==> src/rtl/cpu_clk_ctrl.sv <==
// Single-clock CPU clock-enable controller: full/divided-rate run, debounced single-step,
// halt/resume and N PC breakpoints. Everything stays on clk_in; the CPU advances only on cpu_ce.
module cpu_clk_ctrl #(
  parameter int DIV_W        = 32,
  parameter int N_BP         = 4,
  parameter int CNT_W        = 32,
  parameter int DEB_CYCLES   = 1000,
  parameter bit START_HALTED = 1'b0
) (
  input  logic                 clk_in,
  input  logic                 reset,
  input  logic                 div_en,
  input  logic [DIV_W-1:0]     div_val,
  input  logic [31:0]          pc,
  input  logic                 fetch,
  input  logic [32*N_BP-1:0]   bp_addr,
  input  logic [N_BP-1:0]      bp_en,
  input  logic                 halt_req,
  input  logic                 resume,
  input  logic                 step_btn,
  output logic                 cpu_ce,
  output logic                 halted,
  output logic [N_BP-1:0]      bp_hit,
  output logic [CNT_W-1:0]     cycle_count,
  output logic                 slow_clk
);

  localparam int DEB_W = $clog2(DEB_CYCLES + 1);
  localparam logic [DEB_W-1:0] DEB_LAST = DEB_W'(DEB_CYCLES - 1);

  typedef enum logic [1:0] {ST_RUN, ST_HALT, ST_STEP} state_t;
  localparam state_t RESET_STATE = START_HALTED ? ST_HALT : ST_RUN;

  state_t             state_q, state_d;
  logic [DIV_W-1:0]   div_cnt_q, div_cnt_d;
  logic               slow_clk_q, slow_clk_d;
  logic [N_BP-1:0]    bp_hit_q, bp_hit_d;
  logic [CNT_W-1:0]   cycle_count_q, cycle_count_d;
  logic               sync1_q, sync1_d, sync2_q, sync2_d;
  logic               deb_q, deb_d;
  logic [DEB_W-1:0]   deb_cnt_q, deb_cnt_d;
  logic               step_pulse_q, step_pulse_d;
  logic               skip_q, skip_d;

  logic               tick, fire, bp_match, ce;
  logic [N_BP-1:0]    match_vec;

  // NOTE: every always_comb output gets a default first, so no path can infer a latch.
  always_comb begin
    tick       = (div_cnt_q == div_val);
    div_cnt_d  = (tick || div_cnt_q > div_val) ? '0 : div_cnt_q + DIV_W'(1);
    slow_clk_d = tick ? ~slow_clk_q : slow_clk_q;
    for (int i = 0; i < N_BP; i++) begin
      match_vec[i] = bp_en[i] && (pc == bp_addr[32*i +: 32]);
    end
    bp_match = fetch && (|match_vec) && !skip_q;
  end

  // Button: two-flop synchroniser, then a level that only moves after DEB_CYCLES
  // consecutive samples disagree with it; a rising debounced level yields one pulse.
  always_comb begin
    sync1_d   = step_btn;
    sync2_d   = sync1_q;
    deb_d     = deb_q;
    deb_cnt_d = '0;
    if (sync2_q != deb_q) begin
      if (deb_cnt_q == DEB_LAST) deb_d = sync2_q;
      else                       deb_cnt_d = deb_cnt_q + DEB_W'(1);
    end
    step_pulse_d = deb_d && !deb_q;
  end

  always_comb begin
    state_d  = state_q;
    bp_hit_d = bp_hit_q;
    skip_d   = skip_q;
    ce       = 1'b0;
    fire     = div_en ? tick : 1'b1;
    unique case (state_q)
      ST_RUN: begin
        // A matching instruction is held back so the CPU stops with pc at the breakpoint.
        ce = fire && !bp_match && !halt_req;
        if (halt_req) state_d = ST_HALT;
        if (fire && bp_match) begin
          state_d  = ST_HALT;
          bp_hit_d = match_vec;
        end
      end
      ST_HALT: begin
        if (resume) begin
          if (!halt_req) begin
            state_d  = ST_RUN;
            skip_d   = 1'b1;
            bp_hit_d = '0;
          end
        end else if (step_pulse_q) begin
          state_d  = ST_STEP;
          bp_hit_d = '0;
        end
      end
      ST_STEP: begin
        ce      = 1'b1;
        state_d = ST_HALT;
      end
      default: state_d = ST_HALT;
    endcase
    if (ce) skip_d = 1'b0;
    cycle_count_d = cycle_count_q + {{(CNT_W-1){1'b0}}, ce};
  end

  // NOTE: state registers use non-blocking assignments so all flops update together.
  always_ff @(posedge clk_in or posedge reset) begin
    if (reset) begin
      state_q       <= RESET_STATE;
      div_cnt_q     <= '0;
      slow_clk_q    <= 1'b0;
      bp_hit_q      <= '0;
      cycle_count_q <= '0;
      sync1_q       <= 1'b0;
      sync2_q       <= 1'b0;
      deb_q         <= 1'b0;
      deb_cnt_q     <= '0;
      step_pulse_q  <= 1'b0;
      skip_q        <= 1'b0;
    end else begin
      state_q       <= state_d;
      div_cnt_q     <= div_cnt_d;
      slow_clk_q    <= slow_clk_d;
      bp_hit_q      <= bp_hit_d;
      cycle_count_q <= cycle_count_d;
      sync1_q       <= sync1_d;
      sync2_q       <= sync2_d;
      deb_q         <= deb_d;
      deb_cnt_q     <= deb_cnt_d;
      step_pulse_q  <= step_pulse_d;
      skip_q        <= skip_d;
    end
  end

  assign cpu_ce      = ce && !reset;
  assign halted      = (state_q != ST_RUN);
  assign bp_hit      = bp_hit_q;
  assign cycle_count = cycle_count_q;
  assign slow_clk    = slow_clk_q;

endmodule
==> config.mk <==
export PLATFORM = sky130hd
export DESIGN_NAME = cpu_clk_ctrl
export DESIGN_NICKNAME = d
export VERILOG_FILES = /design/src/rtl/cpu_clk_ctrl.sv
export SDC_FILE = /design/constraint.sdc
export NUM_CORES = 1
export LEC_CHECK = 0
export ABC_CLOCK_PERIOD_IN_PS = 4000
export CAP_MARGIN = 20
export CORE_MARGIN = 1.5
export CORE_UTILIZATION = 40
export CTS_CLUSTER_DIAMETER = 200
export DETAILED_ROUTE_END_ITERATION = 12
export HOLD_SLACK_MARGIN = 0.15
export PLACE_DENSITY = 0.75
export SYNTH_ARGS = -nofsm -noshare
export SYNTH_HDL_FRONTEND = slang
export SYNTH_SLANG_ARGS = --single-unit
==> constraint.sdc <==
create_clock -name clk_in -period 4 [get_ports clk_in]
set_input_delay 0.8 -clock clk_in [delete_from_list [all_inputs] [get_ports clk_in]]
set_output_delay 0.8 -clock clk_in [all_outputs]
set_load 0.02 [all_outputs]
==> results.ini <==
[cts]
clock-root-buffer = clkbuf_16
cts_tree = done
htreeDepth = 3
clock-sinks = 86
holdBufCountCts = 0
clk-insertion-delay-late_ns = 0.34
clk_pin_slew_ns = 0.06
clockBufferDepth = 2
cts-buffers-inserted = 9

[floorplan]
fp.dieH_um = 127
io_pins = 242
rows = 45
die_area_sq_um = 16100
initial_core_util = 0.406
core_area_sq_um = 15100
die_w_um = 127

[critical_path]
critPathCaptureType = output port
required_ns = 3.20
critPathKind = in -> out
r2r_slack_ns = 0.44
crit_fanout = 2
startpoint_type = input port
crit_arrival_ns = 3.13

[timing]
tns_ns = 0
fin_ws_ns = 0.0736
rsz0062_at_grt = false
finalCriticalPeriod_ns = 3.93
fin_hold_ws_ns = 0.351
maxSlewViolCount = 0
hold_violations = 0
setup_violations = 0
max_freq_mhz = 255
fin_worst_skew_ns = 0.0113
worstMarginPinSlew_ns = 0.728
fin_crit_sh = 0.982
relSlewSlack = 0.514

[cells_and_area]
layout-drive-gt1-share = 0.138
diodes = 0
final_common_cell = clkdlybuf4s50_1
multiInputGateArea_sq_um = 4030
final_cell_mix = clkdlybuf4s50_1, xor2_1, dfrtp_1
filler_cell_count = 1271
final_area_sq_um = 9780
syn2layout_area_growth_pct = 59.7
finalNetCount = 1203
seqCellArea_sq_um = 2150

[synthesis]
synth-compound-area-share = 0.0396
synth_seq_area_share = 0.351
synth_top_family_by_area = XOR/XNOR gates
syn_nets = 890
avgSynthCellArea_sq_um = 9.41
syn_area_sq_um = 6130
yosys_warnings = 0
synth-xor-area-share = 0.283
synthesis.instances = 651
yosys_register_bits = 86
synth_fa_ha_area_frac = 0.0735
synth.area.mux_share = 0.00919
synth-simple-area-share = 0.214
synth_cell_type_count = 40

[pwr]
power.density_nw_per_um2 = 284
power.leakage_nw = 4.28
p_total_mw = 2.78
max-vdd-ir-drop_mv = 0.211

[placement]
dp_hpwl_um = 15800
portBuffers = 241
gp_congestion = 0.927
placed_cell_area_sq_um = 9270
dp_slack_ns = -0.828

[job]
drv_cap = 0

[global_route]
grt_pass1_wl_um = 30600
grt_pass1_vias = 5894
grt_start_max_net_pins = 47
grt_antenna_before_repair = 0
grt_overflow_total = 0
grt_use_total = 0.245

[route]
vias = 5735
drt-pass1-iter-count = 4
avgViaCountPerCell = 4.96
drc = 0
antenna_left = 0
drt_iter0_drc = 275
post_drt_wl_per_cell_um = 16.8
wl_um = 19500

[min_path]
hold_class = reg -> reg

[outcome]
outcome = finished clean

[cells by family (layout without fill, tap and decap cells)]
family                   count (synthesis)  in the layout
AND/OR/NAND/NOR                        243            243
XOR/XNOR                               198            198
adder cells (fa/ha/maj)                 36             36
multiplexers                             5              5
buffers and inverters                   46            364
flip-flops                              86             86
AO/OA/AOI/OAI                           37             37
[per-layer routing]
metal  up-vias  GRT usage  part of all wire
met3        20     0.0519             0.052
li1       2891          -                 -
met1      2673      0.331              0.46
met2       151      0.404              0.47
met5         -          0                 0
met4         0     0.0588             0.016
[power by group]
part / internal [mW] / switching, mW / total (mW)
sequential: 0.966 / 0.119 / 1.09
clock: 0.426 / 0.358 / 0.785
combinational: 0.504 / 0.405 / 0.909
total: 1.90 / 0.882 / 2.78
[registers in the layout, indices dropped and copies added, names as in the netlist]
register,count
slow_clk,1
sync1_q,1
div_cnt_q,32
step_pulse_q,1
sync2_q,1
state_q,2
deb_cnt_q,10
deb_q,1
skip_q,1
cycle_count,32
bp_hit,4
[metrics by stage]
stage          cells   util
6_report        1157  0.648
4_1_cts         1156  0.643
5_1_grt         1157  0.648
2_1_floorplan    651      -
3_3_place_gp    1139  0.614
3_5_place_dp    1139  0.614
[critical path, stage by stage]
cell           delay (ns)
dlygate4sd2_1        0.21
inv_2                0.05
ha_4                 0.26
nand4_1              0.18
nor4_4               0.36
nand2_1              0.11
or3_4                0.37
a21oi_4              0.20
nor2_4               0.06
a2111oi_4            0.32
buf_4                0.21
[worst paths after layout]
kind / depth (start not counted) / from / endpoint
setup / recovery: 11 / div_val[11] / cpu_ce
hold / removal: 0 / sync1_q$_DFF_PP0_ / sync2_q$_DFF_PP0_
setup reg to reg: 15 / div_cnt_q[11]$_DFF_PP0_ / cycle_count[30]$_DFF_PP0_
hold reg to reg: 0 / sync1_q$_DFF_PP0_ / sync2_q$_DFF_PP0_
max in group asynchronous: 3 / reset / div_cnt_q[22]$_DFF_PP0_
min in group asynchronous: 2 / reset / cycle_count[15]$_DFF_PP0_
[layout make-up]
| class | instances | share of cell area |
|---|---|---|
| multi-input cells | 519 | 0.412 |
| repair buffers | 309 | 0.301 |
| flip-flops and latches | 86 | 0.220 |
| well taps | 188 | 0.0240 |
| clock buffers | 9 | 0.0230 |
| inverters | 39 | 0.0151 |
| clock inverters | 7 | 0.00550 |
[repair_timing]
item,in CTS,in global routing
hold endpoints to repair,0,0
gates resized for setup,43,17
endpoints found under the setup margin,18,23
pin swaps,24,9
buffers inserted,1,1
[cell usage after synthesis]
cell type  instances  area, sq um
xor2_1           151         1320
dfrtp_1           86         2150
xnor2_1           47          412
inv_1             39          146
ha_1              36          450
nor4_1            36          225
nand2_1           35          131
nor3_1            35          175
nand3_1           34          170
nor2_1            31          116
nand4_1           27          169
a21oi_1           10         50.1
and3_1             9         56.3
o21ai_0            9         45.0
or3_1              9         56.3
nand2b_1           6         37.5
a21o_1             5         37.5
mux2_2             5         56.3
and4_1             4         35.0
nor3b_1            4         30.0
o21ai_1            4         20.0
buf_2              3         15.0
clkbuf_1           3         11.3
nor2b_1            3         18.8
and2_1             2         12.5
nor4_2             2         25.0
o211ai_1           2         15.0
or2_2              2         12.5
a2111oi_2          1         15.0
a211oi_1           1         7.51
a211oi_4           1         20.0
buf_1              1         3.75
nor3_2             1         10.0
nor3_4             1         16.3
nor4b_1            1         8.76
o2111ai_1          1         8.76
o21a_1             1         7.51
o221ai_1           1         8.76
o31ai_1            1         7.51
or4_1              1         7.51
(Power assumes the default switching activity.)
